--- config.mk ---
export PLATFORM = sky130hd
export DESIGN_NAME = intadd_issue_flat
export DESIGN_NICKNAME = d
export VERILOG_FILES = /design/src/rtl/intadd_issue_if.sv /design/src/rtl/intadd_issue.sv /design/src/flat_wrapper.sv
export SDC_FILE = /design/constraint.sdc
export NUM_CORES = 1
export LEC_CHECK = 0
export CAP_MARGIN = 40
export CORE_AREA = 3 3 507 509
export DETAILED_ROUTE_END_ITERATION = 12
export DIE_AREA = 0 0 510 512
export GPL_ROUTABILITY_DRIVEN = 0
export PLACE_DENSITY_LB_ADDON = 0.2
export SYNTH_ARGS = -nofsm -noshare
export SYNTH_HDL_FRONTEND = slang
export SYNTH_SLANG_ARGS = --single-unit
--- constraint.sdc ---
create_clock -name clk -period 1.94 [get_ports clk]
set_input_delay 0.388 -clock clk [delete_from_list [all_inputs] [get_ports clk]]
set_output_delay 0.388 -clock clk [all_outputs]
set_load 0.01 [all_outputs]
--- src/rtl/intadd_issue_if.sv ---
// Command, response and intadd-side bus bundle for intadd_issue.
// master = requester/intadd side, slave = the issue block.
interface intadd_issue_if;
  localparam int unsigned DATA_W = 128;
  localparam int unsigned PREC_W = 2;
  localparam int unsigned SIGN_W = 3;

  logic              cmd_valid;
  logic              cmd_ready;
  logic [PREC_W-1:0] cmd_precision;
  logic [SIGN_W-1:0] cmd_sign;
  logic [DATA_W-1:0] cmd_src0;
  logic [DATA_W-1:0] cmd_src1;
  logic [DATA_W-1:0] cmd_src2;

  logic [DATA_W-1:0] add_src_reg0;
  logic [DATA_W-1:0] add_src_reg1;
  logic [DATA_W-1:0] add_src_reg2;
  logic [PREC_W-1:0] add_precision_s0;
  logic [PREC_W-1:0] add_precision_s1;
  logic [PREC_W-1:0] add_precision_s2;
  logic              add_sign_s0;
  logic              add_sign_s1;
  logic              add_sign_s2;
  logic              add_inst_valid;
  logic [DATA_W-1:0] add_dst_reg0;
  logic [DATA_W-1:0] add_dst_reg1;

  logic              rsp_valid;
  logic              rsp_ready;
  logic [DATA_W-1:0] rsp_dst0;
  logic [DATA_W-1:0] rsp_dst1;
  logic              rsp_err;

  modport master (
    output cmd_valid, cmd_precision, cmd_sign, cmd_src0, cmd_src1, cmd_src2,
    output add_dst_reg0, add_dst_reg1, rsp_ready,
    input  cmd_ready, add_src_reg0, add_src_reg1, add_src_reg2,
    input  add_precision_s0, add_precision_s1, add_precision_s2,
    input  add_sign_s0, add_sign_s1, add_sign_s2, add_inst_valid,
    input  rsp_valid, rsp_dst0, rsp_dst1, rsp_err
  );

  modport slave (
    input  cmd_valid, cmd_precision, cmd_sign, cmd_src0, cmd_src1, cmd_src2,
    input  add_dst_reg0, add_dst_reg1, rsp_ready,
    output cmd_ready, add_src_reg0, add_src_reg1, add_src_reg2,
    output add_precision_s0, add_precision_s1, add_precision_s2,
    output add_sign_s0, add_sign_s1, add_sign_s2, add_inst_valid,
    output rsp_valid, rsp_dst0, rsp_dst1, rsp_err
  );
endinterface

--- src/rtl/intadd_issue.sv ---
// Single-outstanding issue/capture wrapper around the intadd datapath.
// Optional INTADD_ISSUE_PERF_EN adds op_count (successful response handshakes).
module intadd_issue (
  input  logic               clk,
  input  logic               rst,
  intadd_issue_if.slave      bus
`ifdef INTADD_ISSUE_PERF_EN
  ,
  output logic [31:0]        op_count
`endif
);
  localparam int unsigned DATA_W = 128;
  localparam int unsigned PREC_W = 2;
  localparam logic [PREC_W-1:0] PREC_MIX = 2'b00;
  localparam logic [PREC_W-1:0] PREC_32  = 2'b11;

  typedef enum logic [1:0] {IDLE, ISSUE, CAPTURE, RESP} state_t;

  state_t state;
  logic   prec_32;
  logic   prec_legal;

  assign bus.cmd_ready = (state == IDLE);
  assign prec_32       = (bus.cmd_precision == PREC_32);
  assign prec_legal    = prec_32 || (bus.cmd_precision == PREC_MIX);

  // Operands are loaded straight into the add_* registers on accept; in 32b
  // mode the third source slot is forced to zero so unused inputs never leak.
  always_ff @(posedge clk) begin
    if (rst) begin
      state                <= IDLE;
      bus.add_src_reg0     <= '0;
      bus.add_src_reg1     <= '0;
      bus.add_src_reg2     <= '0;
      bus.add_precision_s0 <= '0;
      bus.add_precision_s1 <= '0;
      bus.add_precision_s2 <= '0;
      bus.add_sign_s0      <= 1'b0;
      bus.add_sign_s1      <= 1'b0;
      bus.add_sign_s2      <= 1'b0;
      bus.add_inst_valid   <= 1'b0;
      bus.rsp_valid        <= 1'b0;
      bus.rsp_err          <= 1'b0;
      bus.rsp_dst0         <= '0;
      bus.rsp_dst1         <= '0;
    end else begin
      case (state)
        IDLE: begin
          if (bus.cmd_valid) begin
            if (prec_legal) begin
              state                <= ISSUE;
              bus.add_inst_valid   <= 1'b1;
              bus.add_src_reg0     <= bus.cmd_src0;
              bus.add_src_reg1     <= bus.cmd_src1;
              bus.add_src_reg2     <= prec_32 ? DATA_W'(0) : bus.cmd_src2;
              bus.add_precision_s0 <= prec_32 ? PREC_32 : PREC_MIX;
              bus.add_precision_s1 <= prec_32 ? PREC_32 : PREC_MIX;
              bus.add_precision_s2 <= PREC_MIX;
              bus.add_sign_s0      <= bus.cmd_sign[0];
              bus.add_sign_s1      <= bus.cmd_sign[1];
              bus.add_sign_s2      <= prec_32 ? 1'b0 : bus.cmd_sign[2];
            end else begin
              state         <= RESP;
              bus.rsp_valid <= 1'b1;
              bus.rsp_err   <= 1'b1;
              bus.rsp_dst0  <= '0;
              bus.rsp_dst1  <= '0;
            end
          end
        end
        ISSUE: begin
          state <= CAPTURE;
        end
        CAPTURE: begin
          state                <= RESP;
          bus.rsp_valid        <= 1'b1;
          bus.rsp_err          <= 1'b0;
          bus.rsp_dst0         <= bus.add_dst_reg0;
          bus.rsp_dst1         <= bus.add_dst_reg1;
          bus.add_inst_valid   <= 1'b0;
          bus.add_src_reg0     <= '0;
          bus.add_src_reg1     <= '0;
          bus.add_src_reg2     <= '0;
          bus.add_precision_s0 <= '0;
          bus.add_precision_s1 <= '0;
          bus.add_precision_s2 <= '0;
          bus.add_sign_s0      <= 1'b0;
          bus.add_sign_s1      <= 1'b0;
          bus.add_sign_s2      <= 1'b0;
        end
        RESP: begin
          if (bus.rsp_ready) begin
            state         <= IDLE;
            bus.rsp_valid <= 1'b0;
          end
        end
        default: state <= IDLE;
      endcase
    end
  end

`ifdef INTADD_ISSUE_PERF_EN
  // Counts only error-free responses; wraps naturally at 32 bits.
  always_ff @(posedge clk) begin
    if (rst) begin
      op_count <= '0;
    end else if ((state == RESP) && bus.rsp_ready && !bus.rsp_err) begin
      op_count <= op_count + 32'd1;
    end
  end
`endif

endmodule

--- src/flat_wrapper.sv ---
// flat-port wrapper written by rule: the top's interface ports become plain ports
module intadd_issue_flat 
  (clk, rst, bus_cmd_valid, bus_cmd_precision, bus_cmd_sign, bus_cmd_src0, bus_cmd_src1, bus_cmd_src2, bus_add_dst_reg0, bus_add_dst_reg1, bus_rsp_ready, bus_cmd_ready, bus_add_src_reg0, bus_add_src_reg1, bus_add_src_reg2, bus_add_precision_s0, bus_add_precision_s1, bus_add_precision_s2, bus_add_sign_s0, bus_add_sign_s1, bus_add_sign_s2, bus_add_inst_valid, bus_rsp_valid, bus_rsp_dst0, bus_rsp_dst1, bus_rsp_err);
  intadd_issue_if bus_i ();
  input  logic clk;
  input  logic rst;
  input wire logic [$bits(bus_i.cmd_valid)-1:0] bus_cmd_valid;
  input wire logic [$bits(bus_i.cmd_precision)-1:0] bus_cmd_precision;
  input wire logic [$bits(bus_i.cmd_sign)-1:0] bus_cmd_sign;
  input wire logic [$bits(bus_i.cmd_src0)-1:0] bus_cmd_src0;
  input wire logic [$bits(bus_i.cmd_src1)-1:0] bus_cmd_src1;
  input wire logic [$bits(bus_i.cmd_src2)-1:0] bus_cmd_src2;
  input wire logic [$bits(bus_i.add_dst_reg0)-1:0] bus_add_dst_reg0;
  input wire logic [$bits(bus_i.add_dst_reg1)-1:0] bus_add_dst_reg1;
  input wire logic [$bits(bus_i.rsp_ready)-1:0] bus_rsp_ready;
  output wire logic [$bits(bus_i.cmd_ready)-1:0] bus_cmd_ready;
  output wire logic [$bits(bus_i.add_src_reg0)-1:0] bus_add_src_reg0;
  output wire logic [$bits(bus_i.add_src_reg1)-1:0] bus_add_src_reg1;
  output wire logic [$bits(bus_i.add_src_reg2)-1:0] bus_add_src_reg2;
  output wire logic [$bits(bus_i.add_precision_s0)-1:0] bus_add_precision_s0;
  output wire logic [$bits(bus_i.add_precision_s1)-1:0] bus_add_precision_s1;
  output wire logic [$bits(bus_i.add_precision_s2)-1:0] bus_add_precision_s2;
  output wire logic [$bits(bus_i.add_sign_s0)-1:0] bus_add_sign_s0;
  output wire logic [$bits(bus_i.add_sign_s1)-1:0] bus_add_sign_s1;
  output wire logic [$bits(bus_i.add_sign_s2)-1:0] bus_add_sign_s2;
  output wire logic [$bits(bus_i.add_inst_valid)-1:0] bus_add_inst_valid;
  output wire logic [$bits(bus_i.rsp_valid)-1:0] bus_rsp_valid;
  output wire logic [$bits(bus_i.rsp_dst0)-1:0] bus_rsp_dst0;
  output wire logic [$bits(bus_i.rsp_dst1)-1:0] bus_rsp_dst1;
  output wire logic [$bits(bus_i.rsp_err)-1:0] bus_rsp_err;
  assign bus_i.cmd_valid = bus_cmd_valid;
  assign bus_i.cmd_precision = bus_cmd_precision;
  assign bus_i.cmd_sign = bus_cmd_sign;
  assign bus_i.cmd_src0 = bus_cmd_src0;
  assign bus_i.cmd_src1 = bus_cmd_src1;
  assign bus_i.cmd_src2 = bus_cmd_src2;
  assign bus_i.add_dst_reg0 = bus_add_dst_reg0;
  assign bus_i.add_dst_reg1 = bus_add_dst_reg1;
  assign bus_i.rsp_ready = bus_rsp_ready;
  assign bus_cmd_ready = bus_i.cmd_ready;
  assign bus_add_src_reg0 = bus_i.add_src_reg0;
  assign bus_add_src_reg1 = bus_i.add_src_reg1;
  assign bus_add_src_reg2 = bus_i.add_src_reg2;
  assign bus_add_precision_s0 = bus_i.add_precision_s0;
  assign bus_add_precision_s1 = bus_i.add_precision_s1;
  assign bus_add_precision_s2 = bus_i.add_precision_s2;
  assign bus_add_sign_s0 = bus_i.add_sign_s0;
  assign bus_add_sign_s1 = bus_i.add_sign_s1;
  assign bus_add_sign_s2 = bus_i.add_sign_s2;
  assign bus_add_inst_valid = bus_i.add_inst_valid;
  assign bus_rsp_valid = bus_i.rsp_valid;
  assign bus_rsp_dst0 = bus_i.rsp_dst0;
  assign bus_rsp_dst1 = bus_i.rsp_dst1;
  assign bus_rsp_err = bus_i.rsp_err;
  intadd_issue u_core (.clk(clk), .rst(rst), .bus(bus_i));
endmodule
== Yosys cells after proc, flatten, opt, wreduce, memory -nomap -nowiden ==
Cells that the tools add are included.

* Flip-flop bits (word level): 652
* Input port bits: 649
* Output and inout bits: 653
* Word-level logic and storage cells: 74

* Eq/ne operators: 8
* Muxes and demuxes: 43
* Reduce and logical (&&, ||, !) cells: 9

{| class="wikitable"
|+ Operators by type and width
! kind !! number
|-
| case mux 128 bit (2 select lines) || 5
|-
| two-way mux 128 bit || 9
|-
| two-way mux 2 bit || 8
|-
| two-way mux 1 bit || 12
|-
| case mux 1 bit (2 select lines) || 5
|-
| case mux 2 bit (2 select lines) || 2
|-
| case mux 2 bit (4 select lines) || 1
|-
| == test 2 bit, second input constant || 3
|-
| != test 2 bit, second input constant || 3
|-
| AND reduction 3 bit || 2
|-
| logical NOT 2 bit || 2
|-
| AND reduction 4 bit || 1
|-
| case mux 1 bit (3 select lines) || 1
|-
| nonzero test 3 bit || 1
|-
| == test 2 x 1 -> 1 bit, second input constant || 1
|-
| != test 2 x 1 -> 1 bit, second input constant || 1
|-
| AND reduction 2 bit || 1
|-
| nonzero test 2 bit || 1
|-
| logical OR 1 bit || 1
|}

== Depth between registers and ports, before layout ==
* Depth in word-level cells: 5
* Depth in mapped cells: 10

== Worst setup path before layout ==
Ideal clock, no wire load.

* Path type: register to register
* Start point: reg u_core.state[0]
* End point: reg u_core.bus.rsp_dst1[100]
* Arrival time: 1644 ps
* Data required time: 1808 ps
* Setup slack: 163 ps
* Cell stages (with the launch flop): 10
* Path buffers: 4
* Clock period less this slack: 1777 ps
* Cells stage by stage: dfxtp_1 > inv_1 > ha_1 > buf_4 > and3_1 > buf_2 > buf_4 > buf_2 > o211ai_1 > a21oi_1

* Cells in the longest elaborated chain, start to end: 3
* Elaborated cells on any way between the ends: 7

{| class="wikitable"
|+ Ends and longest elaborated chain
! item !! line !! RTL
|-
| start: declaration || intadd_issue.sv:19 || <nowiki>state_t state;</nowiki>
|-
| start signal: assignment || intadd_issue.sv:31 || <nowiki>state <= IDLE;</nowiki>
|-
| start signal: assignment || intadd_issue.sv:51 || <nowiki>state <= ISSUE;</nowiki>
|-
| start signal: assignment || intadd_issue.sv:63 || <nowiki>state <= RESP;</nowiki>
|-
| logical NOT 2 bit * || - ||
|-
| net bus_cmd_ready || flat_wrapper.sv:16 || <nowiki>output wire logic [$bits(bus_i.cmd_ready)-1:0] bus_cmd_ready;</nowiki>
|-
| != test 2 bit (no source line) / nonzero test 2 bit (equally long branches) || - ||
|-
| AND reduction 3 bit (no source line) || - ||
|-
| end signal: assignment || intadd_issue.sv:79 || <nowiki>bus.rsp_dst1 <= bus.add_dst_reg1;</nowiki>
|-
| end: declaration || intadd_issue_if.sv:50 || <nowiki>output rsp_valid, rsp_dst0, rsp_dst1, rsp_err</nowiki>
|}

The timed path passes the listed nets; every way through them passes the cells marked *.
A chain may end at the register's enable or synchronous reset.

== Final worst setup path ==
* Start point: reg u_core.state[0]
* End point: reg u_core.bus.rsp_dst1[17]

* Cells in the longest elaborated chain, start to end: 3
* Elaborated cells on any way between the ends: 7

{| class="wikitable"
|+ Ends and longest elaborated chain
! item !! line !! RTL
|-
| logical NOT 2 bit / == test 2 bit (equally long branches) || intadd_issue.sv:47 || <nowiki>case (state)</nowiki>
|-
| != test 2 bit (no source line) / nonzero test 2 bit (equally long branches) || - ||
|-
| AND reduction 3 bit (no source line) || - ||
|}

Several ways; a longest one is shown, not always the timed one.

==> metrics.txt <==
# TYPE chip_impl_metric gauge
chip_impl_metric{name="area_delta_synth_final",unit="%"} 89.73
chip_impl_metric{name="first_global_vias",unit=""} 30039
chip_impl_metric{name="detailroute.via_count",unit=""} 30216
chip_impl_metric{name="grt_use_met1",unit=""} 0.1667
chip_impl_metric{name="globalRouteOverflowTotal",unit=""} 0
chip_impl_metric{name="buffer_ports.inserted",unit=""} 1299
chip_impl_metric{name="core_area",unit="mm^2"} 0.2535
chip_impl_metric{name="synth-seq-cells",unit=""} 649
chip_impl_metric{name="dp_slack",unit="ps"} -713.5
chip_impl_metric{name="total_net_switching_power",unit="W"} 0.02195
chip_impl_metric{name="clock_latency",unit="ps"} 710
chip_impl_metric{name="place.detailed.hpwl",unit="um"} 153000
chip_impl_metric{name="layout_min_cycle_time",unit="ps"} 2000
chip_impl_info{name="worstPathCellList",value="inv_2 -> buf_6 -> ha_4 -> and2b_4 -> buf_12 -> buf_12 -> buf_12 -> buf_12 -> o211ai_1 -> a21oi_1"} 1
chip_impl_metric{name="report.power.total",unit="W"} 0.05872
chip_impl_metric{name="clkSlewWorstSetupHoldPaths",unit="ps"} 60
chip_impl_metric{name="use_met2",unit=""} 0.2289
chip_impl_metric{name="setup_slack",unit="ps"} -59.64
chip_impl_metric{name="detailedRoute.firstPassIterationCount",unit=""} 5
chip_impl_info{name="path_class",value="flip-flop to flip-flop"} 1
chip_impl_info{name="critPathLaunchType",value="flip-flop"} 1
chip_impl_metric{name="synth.yosys.seq_area_share",unit=""} 0.4892
chip_impl_metric{name="drt-vias-per-instance",unit=""} 3.850
chip_impl_metric{name="average_cell_area_after_synthesis",unit="um^2"} 8.807
chip_impl_metric{name="maxSlewHeadroom",unit=""} 0.6231
chip_impl_metric{name="synth_area",unit="mm^2"} 0.02656
chip_impl_metric{name="internal_power",unit="W"} 0.03677
chip_impl_metric{name="grt_antenna_before_repair",unit=""} 71
chip_impl_info{name="yosysTopAreaCell",value="sky130_fd_sc_hd__dfxtp_1"} 1
chip_impl_metric{name="cts-buffers-inserted",unit=""} 90
chip_impl_metric{name="worst_hold_path.num_cells",unit=""} 3
chip_impl_metric{name="yosys_synthesis_warning_count",unit=""} 0
chip_impl_metric{name="totalWireLength",unit="um"} 207300
chip_impl_metric{name="pin_count",unit=""} 1302
chip_impl_metric{name="timing_hold_violations_final",unit=""} 0
chip_impl_info{name="grt_setup_unrepaired",value="yes"} 1
chip_impl_metric{name="chipWidth",unit="um"} 510
chip_impl_metric{name="clock_tree.buffer_depth",unit=""} 3
chip_impl_metric{name="leak_pwr",unit="nW"} 19.09
chip_impl_metric{name="sw_frac_of_total",unit=""} 0.3738
chip_impl_info{name="grt_busiest_layer",value="met2"} 1
chip_impl_metric{name="vdd.ir_drop.worst",unit="V"} 0.0005678
chip_impl_metric{name="max_clock_freq",unit="MHz"} 500.1
chip_impl_info{name="tritoncts",value="done"} 1
chip_impl_metric{name="detail-route-antenna-nets",unit=""} 0
chip_impl_metric{name="cp.arrival",unit="ps"} 2580
chip_impl_metric{name="cts.sinks",unit=""} 649
chip_impl_metric{name="cpPeakStageDelay",unit="ps"} 330
chip_impl_metric{name="power-per-cell-area",unit="mW/mm^2"} 1165
chip_impl_metric{name="layout_worst_path_cycle_share",unit=""} 1.031
chip_impl_info{name="path_common_cell",value="sky130_fd_sc_hd__buf_12"} 1
chip_impl_metric{name="grt_util_all_layers",unit=""} 0.1443
chip_impl_metric{name="fillcell_total",unit=""} 28193
chip_impl_metric{name="drt_drc_violations_left",unit=""} 0
chip_impl_metric{name="drtIter0Drc",unit=""} 1787
chip_impl_metric{name="comb_power_share",unit=""} 0.432
chip_impl_metric{name="cts.htree.levels",unit=""} 3
chip_impl_metric{name="chipHeight",unit="um"} 512
chip_impl_metric{name="post-synth-top-area-fraction",unit=""} 0.4892
chip_impl_metric{name="floorplan.initialDensity",unit=""} 0.1048
chip_impl_metric{name="synth_cell_types",unit=""} 30
chip_impl_metric{name="final-max-slew-violation-count",unit=""} 0
chip_impl_metric{name="timing.critical_path.required",unit="ps"} 2530
chip_impl_info{name="hold_path.class",value="primary input to flip-flop"} 1
chip_impl_info{name="setup.worst_path.end_class",value="flip-flop"} 1
chip_impl_info{name="critical-path-slowest-cell",value="sky130_fd_sc_hd__dfxtp_2"} 1
chip_impl_metric{name="grt_start_max_net_pins",unit=""} 88
chip_impl_info{name="status",value="finished, violations left"} 1
chip_impl_metric{name="worst-path-max-fanout",unit=""} 7
chip_impl_metric{name="worst_pin_slew",unit="ps"} 565.3
chip_impl_metric{name="grt_pass1_wl",unit="um"} 264600
chip_impl_metric{name="maxCapViolCount",unit=""} 0
chip_impl_metric{name="seqPwrFrac",unit=""} 0.274
chip_impl_metric{name="layout.nets",unit=""} 5052
chip_impl_metric{name="synthCells",unit=""} 3016
chip_impl_metric{name="register_to_register_path_depth",unit=""} 10
chip_impl_metric{name="clockPowerShare",unit=""} 0.294
chip_impl_metric{name="clock-skew-final",unit="ps"} 32.03
chip_impl_info{name="cell_at_the_root_of_the_clock_tree",value="sky130_fd_sc_hd__clkbuf_16"} 1
chip_impl_metric{name="use_met3",unit=""} 0.08060
chip_impl_metric{name="design.die.area",unit="mm^2"} 0.2611
chip_impl_info{name="post_synth_main_area_contributors",value="sky130_fd_sc_hd__dfxtp_1, sky130_fd_sc_hd__nand3_1, sky130_fd_sc_hd__a21oi_1, sky130_fd_sc_hd__o211ai_1, sky130_fd_sc_hd__nand3b_1"} 1
chip_impl_metric{name="post_route_cells_drive_above_1_share",unit=""} 0.1832
chip_impl_metric{name="timing.final.setup_violations",unit=""} 4
chip_impl_metric{name="row_count",unit=""} 185
chip_impl_metric{name="wire_per_inst",unit="um"} 26.41
chip_impl_info{name="violations",value="negative setup slack"} 1
[cell usage in the layout, fill, tap and decap left out, types with 3 or more instances in the layout]
cell type,netlist,final
sky130_fd_sc_hd__clkdlybuf4s18_2,0,3
sky130_fd_sc_hd__clkdlybuf4s15_2,0,69
sky130_fd_sc_hd__ha_1,5,3
sky130_fd_sc_hd__a211oi_2,0,22
sky130_fd_sc_hd__o21ai_1,15,40
sky130_fd_sc_hd__a211oi_1,58,36
sky130_fd_sc_hd__nand3_1,516,511
sky130_fd_sc_hd__clkbuf_16,0,129
sky130_fd_sc_hd__clkbuf_1,126,21
sky130_fd_sc_hd__dfxtp_1,649,639
sky130_fd_sc_hd__buf_2,217,20
sky130_fd_sc_hd__clkbuf_2,1,4
sky130_fd_sc_hd__clkdlybuf4s15_1,0,14
sky130_fd_sc_hd__a21oi_1,462,451
sky130_fd_sc_hd__buf_16,0,28
sky130_fd_sc_hd__dlygate4sd2_1,0,518
sky130_fd_sc_hd__nand3b_1,204,204
sky130_fd_sc_hd__nand3_2,0,4
sky130_fd_sc_hd__buf_4,40,201
sky130_fd_sc_hd__nor3_1,4,3
sky130_fd_sc_hd__o211ai_1,256,256
sky130_fd_sc_hd__dfxtp_2,0,9
sky130_fd_sc_hd__nand2_1,130,130
sky130_fd_sc_hd__bufbuf_16,0,4
sky130_fd_sc_hd__o21ai_0,171,33
sky130_fd_sc_hd__buf_6,15,33
sky130_fd_sc_hd__buf_12,0,95
sky130_fd_sc_hd__diode_2,0,18
sky130_fd_sc_hd__clkdlybuf4s50_1,0,647
sky130_fd_sc_hd__bufinv_16,0,4
sky130_fd_sc_hd__clkbuf_8,0,25
sky130_fd_sc_hd__a21oi_2,0,11
sky130_fd_sc_hd__o21ai_2,0,111
sky130_fd_sc_hd__nand4b_1,129,129
sky130_fd_sc_hd__nand2b_1,5,4
sky130_fd_sc_hd__clkinv_2,0,9
sky130_fd_sc_hd__buf_8,0,15
[critical path: cells and delay by family, from the launching register on]
kind	cells	cell delay, ps
adders and majority gates	1	150
AOI/OAI and AO/OA	2	430
DFF	1	330
and+or+nand+nor	1	210
buffers and inverters	6	750
[cells in the mapped netlist]
| cell type | number |
|---|---|
| sky130_fd_sc_hd__mux2i_1 | 1 |
| sky130_fd_sc_hd__and3_1 | 1 |
| sky130_fd_sc_hd__a21boi_0 | 1 |
| sky130_fd_sc_hd__a211oi_1 | 58 |
| sky130_fd_sc_hd__o21ai_0 | 171 |
| sky130_fd_sc_hd__o211ai_1 | 256 |
| sky130_fd_sc_hd__buf_6 | 15 |
| sky130_fd_sc_hd__and3b_1 | 1 |
| sky130_fd_sc_hd__and2b_1 | 1 |
| sky130_fd_sc_hd__nor2_1 | 1 |
| sky130_fd_sc_hd__dfxtp_1 | 649 |
| sky130_fd_sc_hd__nor2_4 | 1 |
| sky130_fd_sc_hd__ha_1 | 5 |
| sky130_fd_sc_hd__nand4b_1 | 129 |
| sky130_fd_sc_hd__o21ai_1 | 15 |
| sky130_fd_sc_hd__buf_2 | 217 |
| sky130_fd_sc_hd__clkbuf_2 | 1 |
| sky130_fd_sc_hd__nand3_1 | 516 |
| sky130_fd_sc_hd__nand2_1 | 130 |
| sky130_fd_sc_hd__buf_4 | 40 |
| sky130_fd_sc_hd__a311oi_1 | 1 |
| sky130_fd_sc_hd__or3_1 | 1 |
| sky130_fd_sc_hd__nor3_1 | 4 |
| sky130_fd_sc_hd__a21boi_1 | 1 |
| sky130_fd_sc_hd__nand2b_1 | 5 |
| sky130_fd_sc_hd__clkbuf_1 | 126 |
| sky130_fd_sc_hd__inv_1 | 2 |
| sky130_fd_sc_hd__conb_1 | 1 |
| sky130_fd_sc_hd__a21oi_1 | 462 |
| sky130_fd_sc_hd__nand3b_1 | 204 |
[per-layer routing]
layer	vias up	routed length [um]
met3	243	25640
met1	14738	82970
met5	-	190
li1	13905	-
met2	1300	93330
met4	30	5172
[layout make-up]
type,count,area [um^2],share of cell area
multi-input combinational,1967,12220,0.2425
timing repair buffer,1688,17900,0.3552
clock inverter,20,251.5,0.004991
inverter,2,7.507,0.0001490
clock buffer,139,2750,0.05457
antenna,18,45.04,0.0008938
sequential,649,13010,0.2581
tap,3366,4212,0.08357
[through the flow]
step | hold WS (ps) | area [um^2] | utilization | TNS [ps] | std cells
final | 244.8 | 50390 | 0.1988 | -161.9 | 7849
after global routing | 177.9 | 50370 | 0.1987 | -7611 | 7841
after CTS | 121.8 | 48440 | 0.1911 | -1569 | 7767
after detailed placement | 454.2 | 44950 | 0.1773 | -356810 | 7567
after global placement | 449.9 | 44950 | 0.1773 | -354110 | 7567
after floorplan | 487.9 | 26560 | - | 0 | 3017
[power groups by stage]
stage | Sequential (W) | Clock (W) | Combinational (W)
detailed placement | 0.0164 | 0 | 0.0210
floorplan | 0.0169 | 0 | 0.00811
global placement | 0.0163 | 0 | 0.0211
finish | 0.0161 | 0.0173 | 0.0254
global route | 0.0162 | 0.0184 | 0.0271
CTS | 0.0161 | 0.0180 | 0.0224
[cell families (layout without fill, tap and decap cells)]
logic type | Yosys count | in the layout | synth area share
buffers and inverters | 401 | 1849 | 0.07683
AOI/OAI and AO/OA | 965 | 965 | 0.2117
and+or+nand+nor | 994 | 994 | 0.2194
adders and majority gates | 5 | 5 | 0.002355
DFF | 649 | 649 | 0.4892
other | 1 | 20 | 0.0001412
muxes | 1 | 1 | 0.0003769
[flip-flops by register name, indices dropped and copies added, names as in the netlist]
signal / count
u_core.bus.rsp_dst1: 128
u_core.bus.add_src_reg0: 128
u_core.bus.add_sign_s0: 1
u_core.bus.add_sign_s2: 1
u_core.bus.add_inst_valid: 1
u_core.bus.add_precision_s0: 1
u_core.bus.rsp_valid: 1
u_core.bus.rsp_dst0: 128
u_core.state: 2
u_core.bus.add_src_reg1: 128
u_core.bus.add_src_reg2: 128
u_core.bus.add_sign_s1: 1
u_core.bus.rsp_err: 1
[timing repair]
action	4_1_cts	5_1_grt
buffers inserted	31	28
hold buffers	1	0
hold endpoints to repair	1	0
pin swaps	94	232
resized for setup	949	360
endpoints found under the setup margin	929	389
cloned	18	43
[worst paths after layout]
| kind | from | endpoint | slack, ps |
|---|---|---|---|
| max | u_core.state[0] | u_core.bus.rsp_dst1[17] | -60 |
| min | bus_cmd_src2[55] | u_core.bus.add_src_reg2[55] | 240 |
| max reg2reg | u_core.state[0] | u_core.bus.rsp_dst1[17] | -60 |
| min reg2reg | u_core.bus.rsp_dst0[94] | u_core.bus.rsp_dst0[94] | 460 |
Power figures use the tool's default switching activity.
